**src/rtl/intersection_ctrl_if.sv**
```systemverilog
// Lamp/request bundle between the intersection sequencer and the roadside I/O.
// The master side is the sequencer: it reads the sensors and drives the lamps.
interface intersection_ctrl_if;
    logic       side_req;
    logic       ped_req;
    logic       main_green;
    logic       main_yellow;
    logic       main_red;
    logic       side_green;
    logic       side_yellow;
    logic       side_red;
    logic       walk;
    logic       ped_pending;
    logic [2:0] phase;

    modport master (
        input  side_req, ped_req,
        output main_green, main_yellow, main_red,
        output side_green, side_yellow, side_red,
        output walk, ped_pending, phase
    );

    modport slave (
        output side_req, ped_req,
        input  main_green, main_yellow, main_red,
        input  side_green, side_yellow, side_red,
        input  walk, ped_pending, phase
    );
endinterface

```
**src/rtl/intersection_ctrl.sv**
```systemverilog
// Two-road phase sequencer: tick prescaler + per-phase tick timer, Moore lamp decode.
// Lamps change one cycle after the deciding tick; no backpressure, requests are level/latched.
module intersection_ctrl #(
    parameter int TICK_DIV = 50_000_000,
    parameter int T_MG_MIN = 30,
    parameter int T_Y      = 3,
    parameter int T_AR     = 2,
    parameter int T_SG     = 15
) (
    input  logic                clk,
    input  logic                rst,
    intersection_ctrl_if.master bus
);

    typedef enum logic [2:0] {
        MAIN_G = 3'd0,
        MAIN_Y = 3'd1,
        ALL_R1 = 3'd2,
        SIDE_G = 3'd3,
        SIDE_Y = 3'd4,
        ALL_R2 = 3'd5
    } state_t;

    localparam int CW    = (TICK_DIV > 1) ? $clog2(TICK_DIV) : 1;
    localparam int T_M1  = (T_MG_MIN > T_SG) ? T_MG_MIN : T_SG;
    localparam int T_M2  = (T_Y > T_AR) ? T_Y : T_AR;
    localparam int T_MAX = (T_M1 > T_M2) ? T_M1 : T_M2;
    localparam int TW    = (T_MAX > 1) ? $clog2(T_MAX) : 1;

    localparam logic [CW-1:0] CNT_LAST = CW'(TICK_DIV - 1);
    localparam logic [TW-1:0] MG_LAST  = TW'(T_MG_MIN - 1);
    localparam logic [TW-1:0] Y_LAST   = TW'(T_Y - 1);
    localparam logic [TW-1:0] AR_LAST  = TW'(T_AR - 1);
    localparam logic [TW-1:0] SG_LAST  = TW'(T_SG - 1);

    logic [CW-1:0] cnt;
    logic          tick;
    logic [TW-1:0] tmr;
    logic          ped_q;
    state_t        state_q;
    state_t        state_d;

    assign tick = (cnt == CNT_LAST);

    // Prescaler is free-running so phase boundaries stay tick-aligned.
    always_ff @(posedge clk) begin
        if (rst) begin
            cnt <= '0;
        end else if (tick) begin
            cnt <= '0;
        end else begin
            cnt <= cnt + CW'(1);
        end
    end

    always_comb begin
        state_d = state_q;
        case (state_q)
            MAIN_G: if (tick && tmr == MG_LAST && (bus.side_req || ped_q)) state_d = MAIN_Y;
            MAIN_Y: if (tick && tmr == Y_LAST)  state_d = ALL_R1;
            ALL_R1: if (tick && tmr == AR_LAST) state_d = SIDE_G;
            SIDE_G: if (tick && tmr == SG_LAST) state_d = SIDE_Y;
            SIDE_Y: if (tick && tmr == Y_LAST)  state_d = ALL_R2;
            ALL_R2: if (tick && tmr == AR_LAST) state_d = MAIN_G;
            default: state_d = ALL_R2;
        endcase
    end

    always_ff @(posedge clk) begin
        if (rst) begin
            state_q <= MAIN_G;
        end else begin
            state_q <= state_d;
        end
    end

    // Main green parks at its last count so a late request needs only the next tick.
    always_ff @(posedge clk) begin
        if (rst) begin
            tmr <= '0;
        end else if (state_d != state_q) begin
            tmr <= '0;
        end else if (tick && !(state_q == MAIN_G && tmr == MG_LAST)) begin
            tmr <= tmr + TW'(1);
        end
    end

    // Entering SIDE_G serves the request, so the clear beats a coincident press.
    always_ff @(posedge clk) begin
        if (rst) begin
            ped_q <= 1'b0;
        end else if (state_d == SIDE_G && state_q != SIDE_G) begin
            ped_q <= 1'b0;
        end else if (bus.ped_req && state_q != SIDE_G) begin
            ped_q <= 1'b1;
        end
    end

    assign bus.main_green  = (state_q == MAIN_G);
    assign bus.main_yellow = (state_q == MAIN_Y);
    assign bus.main_red    = !(state_q == MAIN_G || state_q == MAIN_Y);
    assign bus.side_green  = (state_q == SIDE_G);
    assign bus.side_yellow = (state_q == SIDE_Y);
    assign bus.side_red    = !(state_q == SIDE_G || state_q == SIDE_Y);
    assign bus.walk        = (state_q == SIDE_G);
    assign bus.ped_pending = ped_q;
    assign bus.phase       = state_q;

endmodule

```
**src/flat_wrapper.sv**
```systemverilog
// flat-port wrapper written by rule: the top's interface ports become plain ports
module intersection_ctrl_flat 
#(
    parameter int TICK_DIV = 50_000_000,
    parameter int T_MG_MIN = 30,
    parameter int T_Y      = 3,
    parameter int T_AR     = 2,
    parameter int T_SG     = 15
)
  (clk, rst, bus_side_req, bus_ped_req, bus_main_green, bus_main_yellow, bus_main_red, bus_side_green, bus_side_yellow, bus_side_red, bus_walk, bus_ped_pending, bus_phase);
  intersection_ctrl_if bus_i ();
  input  logic clk;
  input  logic rst;
  input wire logic [$bits(bus_i.side_req)-1:0] bus_side_req;
  input wire logic [$bits(bus_i.ped_req)-1:0] bus_ped_req;
  output wire logic [$bits(bus_i.main_green)-1:0] bus_main_green;
  output wire logic [$bits(bus_i.main_yellow)-1:0] bus_main_yellow;
  output wire logic [$bits(bus_i.main_red)-1:0] bus_main_red;
  output wire logic [$bits(bus_i.side_green)-1:0] bus_side_green;
  output wire logic [$bits(bus_i.side_yellow)-1:0] bus_side_yellow;
  output wire logic [$bits(bus_i.side_red)-1:0] bus_side_red;
  output wire logic [$bits(bus_i.walk)-1:0] bus_walk;
  output wire logic [$bits(bus_i.ped_pending)-1:0] bus_ped_pending;
  output wire logic [$bits(bus_i.phase)-1:0] bus_phase;
  assign bus_i.side_req = bus_side_req;
  assign bus_i.ped_req = bus_ped_req;
  assign bus_main_green = bus_i.main_green;
  assign bus_main_yellow = bus_i.main_yellow;
  assign bus_main_red = bus_i.main_red;
  assign bus_side_green = bus_i.side_green;
  assign bus_side_yellow = bus_i.side_yellow;
  assign bus_side_red = bus_i.side_red;
  assign bus_walk = bus_i.walk;
  assign bus_ped_pending = bus_i.ped_pending;
  assign bus_phase = bus_i.phase;
  intersection_ctrl #(.TICK_DIV(TICK_DIV), .T_MG_MIN(T_MG_MIN), .T_Y(T_Y), .T_AR(T_AR), .T_SG(T_SG)) u_core (.clk(clk), .rst(rst), .bus(bus_i));
endmodule
```
**config.mk**
```make
export PLATFORM = sky130hd
export DESIGN_NAME = intersection_ctrl_flat
export DESIGN_NICKNAME = d
export VERILOG_FILES = /design/src/rtl/intersection_ctrl_if.sv /design/src/rtl/intersection_ctrl.sv /design/src/flat_wrapper.sv
export SDC_FILE = /design/constraint.sdc
export NUM_CORES = 1
export LEC_CHECK = 0
export BUFFER_PORTS_ARGS = -buffer_cell sky130_fd_sc_hd__buf_4
export CAP_MARGIN = 20
export CORE_MARGIN = 2
export CORE_UTILIZATION = 45
export CTS_BUF_LIST = sky130_fd_sc_hd__clkbuf_16
export DETAILED_ROUTE_END_ITERATION = 7
export PLACE_DENSITY = 0.66
export SETUP_SLACK_MARGIN = 0.2
export SLEW_MARGIN = 10
export SYNTH_ARGS = -nofsm -noshare
export SYNTH_HDL_FRONTEND = slang
export SYNTH_SLANG_ARGS = --single-unit
export TNS_END_PERCENT = 20
```
**constraint.sdc**
```tcl
create_clock -name clk -period 4.5 [get_ports clk]
set_clock_uncertainty 0.05 [all_clocks]
set_input_delay 0.225 -clock clk [delete_from_list [all_inputs] [get_ports clk]]
set_output_delay 0.225 -clock clk [all_outputs]
set_load 0.02 [all_outputs]
```
Word-level counts from Yosys, hierarchy flattened --
Cells that the tools add are included.
Word-level totals: logic and storage cells 45, flip-flop bits (word level) 35, output and inout bits 11, bits of input ports 4
Operators by class: reductions and logical operators 19, eq/ne operators 13, mux-type cells 7, add/subtract/negate cells 2
Operators with widths (count):
- $add 26x1->26 const B | 1
- $eq 26x26->1 const B | 1
- $mux 3 | 6
- $pmux 3 s6 | 1
- $eq 3x2->1 const B | 3
- $logic_and 1x1->1 | 9
- $eq 3x3->1 const B | 2
- $reduce_or 2->1 | 3
- $add 5x1->5 const B | 1
- $eq 5x1->1 const B | 1
- $eq 5x2->1 const B | 1
- $eq 5x4->1 const B | 1
- $eq 5x5->1 const B | 1
- $eq 3x1->1 const B | 1
- $logic_not 1->1 | 3
- $logic_not 3->1 | 1
- $logic_or 1x1->1 | 3
- $ne 3x2->1 const B | 1
- $ne 3x3->1 | 1

Logic depth before layout (Yosys ltp) --
Gate-level depths: netlist (run 1).
depth in word-level cells 8, depth in mapped cells 9, depth with buffers taken out 7

Worst setup path after synthesis (run 1) --
No wires, ideal clock.
path kind register to output, start register u_core.state_q[2], in the netlist u_core.bus.phase[2], end output port bus_side_red, data required time 4.225 ns, path slack 2.567 ns, cell stages (with the launch flop) 4, arrival 1.658 ns, path buffers 1, path through dfxtp_1 > clkbuf_1 > nor3b_1 > nor2_1
On the way: longest elaborated chain between the ends 3, elaborated cells on any way between the ends 4, classes of those cells eq/ne (2); reduce/logical (2)
Ends and longest elaborated chain:
- start: declaration | line intersection_ctrl.sv:40 | state_t state_q;
- start signal: assignment | line intersection_ctrl.sv:73 | state_q <= state_d;
- $eq 3x3->1
- via bus_side_yellow | line flat_wrapper.sv:20 | output wire logic [$bits(bus_i.side_yellow)-1:0] bus_side_yellow;
- $logic_or 1x1->1 | line intersection_ctrl.sv:104 | assign bus.side_red = !(state_q == SIDE_G || state_q == SIDE_Y);
- $logic_not 1->1 | line intersection_ctrl.sv:104
- end: declaration | line flat_wrapper.sv:21 | output wire logic [$bits(bus_i.side_red)-1:0] bus_side_red;
The timed path passes the listed nets, and every way through them passes these cells.

Worst setup path after layout (run 1) --
start register u_core.cnt[0], end register u_core.cnt[9]
On the way: longest elaborated chain between the ends 2, elaborated cells on any way between the ends 3, classes of those cells add/sub (1); eq/ne (1); reduce/logical (1)
Ends and longest elaborated chain:
- start: declaration | line intersection_ctrl.sv:36 | logic [CW-1:0] cnt;
- start signal: assignment | line intersection_ctrl.sv:52 | cnt <= cnt + CW'(1);
- branches (longest 2 deep; another with $add 26x1->26)
Several ways; the timed one is not identified. A chain may end at the register's enable or synchronous reset.

==> results.yml, run 1 <==
sta:
  worst_slack_ns: 2.20
  timing_max_transition_violations_final: 0
  setup_tns_ns: 0
  finalSetupViolCount: 0
  worst_slew_margin_rel_pct: 43.7
  unrepaired_setup_endpoints_after_global_routing: "no"
  hold_violations: 0
  finalHoldWorstSlack_ns: 0.124
  maxClockFrequency_ghz: 0.435
  final_min_period_over_clock_period_pct: 51.0
  finalCriticalPeriod_ns: 2.30
  worst-slew-pin-transition_ns: 0.845
pwr:
  p_comb_share_pct: 4.1
  p_leak_nw: 0.765
  share_seq_of_total_power_pct: 43.9
  power.internal_mw: 0.584
  p_switching_mw: 0.147
  finalPower_mw: 0.730
  power_density_mw_per_mm2: 322
  clock_power_share_pct: 52.0
  vdd.ir_drop.worst_mv: 0.221
  switching_share_pct: 20.1
cts:
  clkTransAtPathRegs_ns: 0.05
  cts_setup_buffers: 0
  cts_max_path_buffers: 2
  numCtsBuffers: 5
  tritoncts: "yes"
  cts_sinks: 35
  worst_skew_late_latency_ns: 0.28
  clock_tree.htree_level_count: 2
  clk_root_buffer_cell: "sky130_fd_sc_hd__clkbuf_16"
  postCtsHoldBufs: 0
  cts_resized: 0
worst_setup_path:
  critical_path.reg2reg.startpoint: "u_core.cnt[0]"
  crit_slowest_cell: "sky130_fd_sc_hd__or2_1"
  reg2reg_depth: 6
  worstPathCellList: "ha_1 -> and4_1 -> nand3_4 -> nor2_2 -> or2_1 -> nor2_1"
  ff2ff_setup_slack_ns: 2.20
  rr_endpoint: "u_core.cnt[9]"
  max_stage_delay_ns: 0.69
  worst-endpoint-arrival_ns: 2.37
  worst-endpoint-required_ns: 4.57
  critPathCaptureType: "flip-flop"
  crit_path_max_fanout: 25
  timing_worst_setup_path_type: "flip-flop to flip-flop"
  worstSetupStartpointType: "flip-flop"
global_route:
  overflow: 0
  grt_use_total_pct: 17.2
  globalRouteMet2Util_pct: 26.8
  global_route_wire_length_before_repair_mm: 6.84
  initial_antenna_violation_count: 0
  grt_util_met3_pct: 4.27
  grt_use_met1_pct: 23.0
  first_global_vias: 1451
  grt_max_degree: 26
  globalRoute.busiestLayer: "met2"
yosys:
  synth-main-ff-cell: "sky130_fd_sc_hd__dfxtp_1"
  synth_fp_nets: 228
  ys_seq_elements: 35
  syn_area_mm2: 0.00201
  synth-seq-area-share_pct: 34.9
  synthCells: 220
  synth-edff-count: 0
  synth.avg_cell_area_um2: 9.12
  synth-warning-count: 0
  synth_async_sr_flop_share_pct: 0
  synth_largest_area_cell: "sky130_fd_sc_hd__dfxtp_1"
  synthTopCellsByArea: "sky130_fd_sc_hd__dfxtp_1 (35%), sky130_fd_sc_hd__xnor2_1 (9.2%), sky130_fd_sc_hd__nor2_1 (7.1%)"
  synth_top_area_share_pct: 34.9
  number_of_distinct_library_cells_after_synthesis: 48
die:
  fp.dieArea_mm2: 0.00501
  floorplan.rows: 24
  num_io_pins: 15
  floorplan.initialDensity_pct: 46.4
  die-width_um: 70.8
  core_mm2: 0.00432
  die_height_um: 70.8
hold_path:
  hold_end: "u_core.bus.phase[0]"
  worst_hold_path.num_cells: 2
  beginning_of_the_worst_hold_path: "rst"
  worst_hold_path_type: "input pin to flip-flop"
final_layout:
  final_layout_size_suffix_gt1_share_pct: 17.3
  area_of_the_multi_input_gates_mm2: 0.00121
  design.final.nets: 239
  num-fill-cells: 436
  mostFrequentLayoutCells: "sky130_fd_sc_hd__nor2_1 (38), sky130_fd_sc_hd__dfxtp_1 (35), sky130_fd_sc_hd__xnor2_1 (21)"
  commonest_non_fill_non_tap_cell_in_the_layout: "sky130_fd_sc_hd__nor2_1"
  flow.area_growth_from_synthesis_pct: 13.2
  seqCellArea_um2: 701
  antenna-diode-count: 0
  stdcell_area_mm2: 0.00227
drt:
  ant_nets: 0
  drtPass1Iterations: 4
  avgRoutedWirePerCell_um: 13.5
  detailroute.via_count: 1558
  route.final.wire_length_mm: 3.81
  detail_route.vias_per_cell: 5.51
  post-route-drc-count: 0
  dr.first_iter.drc_count: 37
placement:
  placement.io_buffers: 14
  post_dp_cell_area_mm2: 0.00211
  dp_slack_ns: 2.17
  detailedPlacementHpwl_mm: 2.67
  routability_congestion: 0.731
flow_run:
  maxCapViolations: 0
run_status:
  run_status: "completed"
==> kinds of logic after synthesis <==
group | Yosys count | share of synthesized area (%)
and+or+nand+nor | 122 | 40.1
DFF | 35 | 34.9
xor gates and xnor gates | 27 | 11.8
buffers and inverters | 17 | 4.68
AOI/OAI and AO/OA | 14 | 5.55
adders and majority gates | 4 | 2.50
muxes | 1 | 0.499
==> power groups by stage <==
stage	clock, mW	combinational (mW)	sequential (mW)
after CTS	0.390	0.0306	0.321
after global routing	0.400	0.0337	0.321
after detailed placement	0	0.0304	0.327
after floorplan	0	0.0220	0.326
after global placement	0	0.0304	0.327
final	0.380	0.0298	0.321
==> synthesized netlist by cell type, types with 2 or more instances <==
master and n:
sky130_fd_sc_hd__nor3_2 2, sky130_fd_sc_hd__buf_4 3, sky130_fd_sc_hd__nand2_1 12, sky130_fd_sc_hd__nor4_1 10, sky130_fd_sc_hd__xnor2_1 21, sky130_fd_sc_hd__a21oi_1 4, sky130_fd_sc_hd__ha_1 4, sky130_fd_sc_hd__nand4_1 6
sky130_fd_sc_hd__inv_1 7, sky130_fd_sc_hd__nor4_4 3, sky130_fd_sc_hd__and4_1 4, sky130_fd_sc_hd__nor3_1 4, sky130_fd_sc_hd__nor4b_4 2, sky130_fd_sc_hd__nor4b_1 3, sky130_fd_sc_hd__dfxtp_1 35, sky130_fd_sc_hd__and3_1 2
sky130_fd_sc_hd__nor2_1 38, sky130_fd_sc_hd__clkbuf_1 2, sky130_fd_sc_hd__o311a_1 2, sky130_fd_sc_hd__and4b_1 2, sky130_fd_sc_hd__and4_2 2, sky130_fd_sc_hd__buf_2 3, sky130_fd_sc_hd__nor3b_1 2, sky130_fd_sc_hd__nand3_1 11
sky130_fd_sc_hd__and2_1 5, sky130_fd_sc_hd__nor2b_1 3, sky130_fd_sc_hd__xor2_1 6, sky130_fd_sc_hd__buf_6 2
==> per-stage QoR <==
stage,cells,utilization [%]
2_1_floorplan,220,-
3_3_place_gp,276,48.8
3_5_place_dp,276,48.8
4_1_cts,283,52.5
5_1_grt,283,52.5
6_report,283,52.5
==> final cells by class <==
class / instances / share of cell area [%]
Tap cell: 52 / 2.87
Multi-Input combinational cell: 168 / 53.3
Sequential cell: 35 / 30.9
Clock inverter: 2 / 1.65
Timing Repair Buffer: 14 / 4.63
Clock buffer: 5 / 5.51
Inverter: 7 / 1.16
==> routing by layer <==
metal,share of wire [%],vias up
met2,47,12
met4,1.2,0
met1,50,741
met3,1.9,4
met5,0,-
li1,-,801
==> sequential cells by signal (all words and copies together) (netlist names) <==
signal and count:
u_core.tmr 5, u_core.cnt 26, u_core.bus.phase 3, u_core.bus.ped_pending 1
==> worst max-delay path, delay by kind of cell, from the launching register on <==
kind	cells	cell delay, ns
adders and majority gates	1	0.20
DFF	1	0.36
and+or+nand+nor	5	1.54
==> how the worst max path moves through the flow <==
stage | from | end | slack, ns | cells after the start
final | u_core.cnt[0] | u_core.cnt[9] | 2.20 | 6
after global routing | u_core.cnt[0] | u_core.cnt[9] | 1.94 | 6
after CTS | u_core.cnt[0] | u_core.cnt[9] | 2.12 | 6
after detailed placement | u_core.cnt[0] | u_core.cnt[19] | 2.17 | 6
after global placement | u_core.cnt[0] | u_core.cnt[4] | 2.23 | 6
after floorplan | u_core.bus.phase[2] | bus_side_red | 2.57 | 3
Power figures use the tool's default switching activity.
==> inputs of run 2 (changes only) <==
PLACE_DENSITY = 0.68   (was 0.66)
clock period = 1.9 ns   (was 4.5 ns; I/O delays follow)
==> results.yml, run 2 (synthesis results as in run 1) <==
worst_setup_path:
  critical_path.reg2reg.startpoint: "u_core.tmr[0]"
  worst-endpoint-required_ns: 2.00
  ff2ff_setup_slack_ns: -0.007
  timing_worst_setup_path_type: "flip-flop to flip-flop"
  worst-endpoint-arrival_ns: 2.01
  worstSetupStartpointType: "flip-flop"
  rr_endpoint: "u_core.tmr[1]"
  crit_path_max_fanout: 3
  critPathCaptureType: "flip-flop"
  reg2reg_depth: 7
sta:
  worst-slew-pin-transition_ns: 0.427
  timing_max_transition_violations_final: 0
  worst_slack_ns: -0.00729
  finalSetupViolCount: 1
  final_min_period_over_clock_period_pct: 100
  unrepaired_setup_endpoints_after_global_routing: "yes"
  worst_slew_margin_rel_pct: 71.5
  finalCriticalPeriod_ns: 1.91
  maxClockFrequency_ghz: 0.524
  hold_violations: 0
hold_path:
  worst_hold_path_type: "input pin to flip-flop"
  beginning_of_the_worst_hold_path: "bus_ped_req"
  worst_hold_path.num_cells: 3
  hold_end: "u_core.bus.ped_pending"
drt:
  detailroute.via_count: 1818
  dr.first_iter.drc_count: 80
  post-route-drc-count: 0
  detail_route.vias_per_cell: 5.54
  ant_nets: 0
  route.final.wire_length_mm: 5.19
  avgRoutedWirePerCell_um: 15.8
  drtPass1Iterations: 4
final_layout:
  design.final.nets: 283
  stdcell_area_mm2: 0.00301
  final_layout_size_suffix_gt1_share_pct: 51.8
  layout.core_utilization_pct: 69.6
  largest_register_ff_count: 26
  antenna-diode-count: 0
  flow.area_growth_from_synthesis_pct: 50.2
  instances_no_fill: 328
  max_flop_register: "u_core.cnt"
  commonest_non_fill_non_tap_cell_in_the_layout: "sky130_fd_sc_hd__buf_4"
  mostFrequentLayoutCells: "sky130_fd_sc_hd__buf_4 (52), sky130_fd_sc_hd__dfxtp_1 (24), sky130_fd_sc_hd__nor2_1 (21)"
global_route:
  initial_antenna_violation_count: 0
  overflow: 0
  first_global_vias: 1709
  grt_use_total_pct: 19.3
  global_route_wire_length_before_repair_mm: 7.87
  grt_max_degree: 26
pwr:
  share_seq_of_total_power_pct: 45.9
  vdd.ir_drop.worst_mv: 0.774
  power_density_mw_per_mm2: 540
  clock_power_share_pct: 46.8
  switching_share_pct: 22.5
  power.internal_mw: 1.26
  p_comb_share_pct: 7.3
  p_leak_nw: 1.09
  p_switching_mw: 0.366
die:
  die_height_um: 70.8
  core_mm2: 0.00432
  floorplan.initialDensity_pct: 46.4
  floorplan.rows: 24
  fp.dieArea_mm2: 0.00501
  die-width_um: 70.8
  num_io_pins: 15
cts:
  worst_skew_late_latency_ns: 0.28
  clk_root_buffer_cell: "sky130_fd_sc_hd__clkbuf_16"
  numCtsBuffers: 5
  cts_sinks: 35
  tritoncts: "yes"
  cts_max_path_buffers: 2
  clkTransAtPathRegs_ns: 0.05
  clock_tree.htree_level_count: 2
run_status:
  run_status: "finished with violations"
  violations: "negative setup slack"
placement:
  placed_cells_incl_taps: 304
  placement.io_buffers: 14
  routability_congestion: 0.891
  post_dp_cell_area_mm2: 0.00234
  detailedPlacementHpwl_mm: 3.05
flow_run:
  maxCapViolations: 0
run 2: worst max-delay path by stage:
stage | start | to | slack [ns] | cells after the start
after floorplan | u_core.cnt[0] | u_core.tmr[1] | 0.1 | 7
after global placement | u_core.cnt[1] | u_core.tmr[1] | 0.004 | 6
after detailed placement | u_core.cnt[1] | u_core.tmr[1] | -0.06 | 6
after CTS | u_core.tmr[1] | u_core.tmr[0] | 0.06 | 10
after global routing | u_core.tmr[0] | u_core.tmr[1] | -0.07 | 7
final | u_core.tmr[0] | u_core.tmr[1] | -0.007 | 7
run 2: per-stage QoR:
step	hold slack (ns)	setup TNS (ns)	power (mW)	setup slack (ns)
3_5_place_dp	0.268	-0.0848	0.860	-0.0607
3_3_place_gp	0.268	0	0.859	0.00373
6_report	0.105	-0.00729	1.63	-0.00729
4_1_cts	0.106	0	1.63	0.0615
5_1_grt	0.116	-0.239	1.69	-0.0665
2_1_floorplan	0.114	0	0.825	0.0982
run 2: worst max-delay path: stages, from the launching register on:
cell and delay, ns:
sky130_fd_sc_hd__dfxtp_4 0.37, sky130_fd_sc_hd__inv_4 0.04, sky130_fd_sc_hd__ha_4 0.14, sky130_fd_sc_hd__nor4b_4 0.13, sky130_fd_sc_hd__and2_4 0.17, sky130_fd_sc_hd__o311a_4 0.38
sky130_fd_sc_hd__nor4_4 0.41, sky130_fd_sc_hd__nor3b_2 0.08
run 2: final cells by class:
cell class	instances	area, µm²
inverters	7	31.3
multi-input cells	168	1570
fillers	314	1310
clock inverters	3	12.5
well taps	52	65.1
flip-flops and latches	35	724
repair buffers	58	479
clock buffers	5	125
run 2: what timing repair did:
action | 4_1_cts | 5_1_grt
cloned | 0 | 2
endpoints found under the setup margin | 34 | 34
hold endpoints to repair | 4 | 0
gates resized for setup | 35 | 60
setup buffers | 7 | 6
hold buffers | 1 | 0
pin swaps | 16 | 30
run 2: per-layer routing:
layer	up-vias	wire (µm)	GRT usage (%)
met5	-	0	0
met4	0	62	7.55
met3	8	152	3.42
met2	36	2740	32.0
met1	878	2230	24.9
li1	896	-	-
run 2: power groups by stage:
stage               registers (mW)  logic (mW)  clock network [mW]
global placement             0.768      0.0918                   0
global route                 0.748       0.127               0.813
CTS                          0.751      0.0972               0.778
floorplan                    0.773      0.0525                   0
detailed placement           0.767      0.0927                   0
finish                       0.747       0.119               0.761
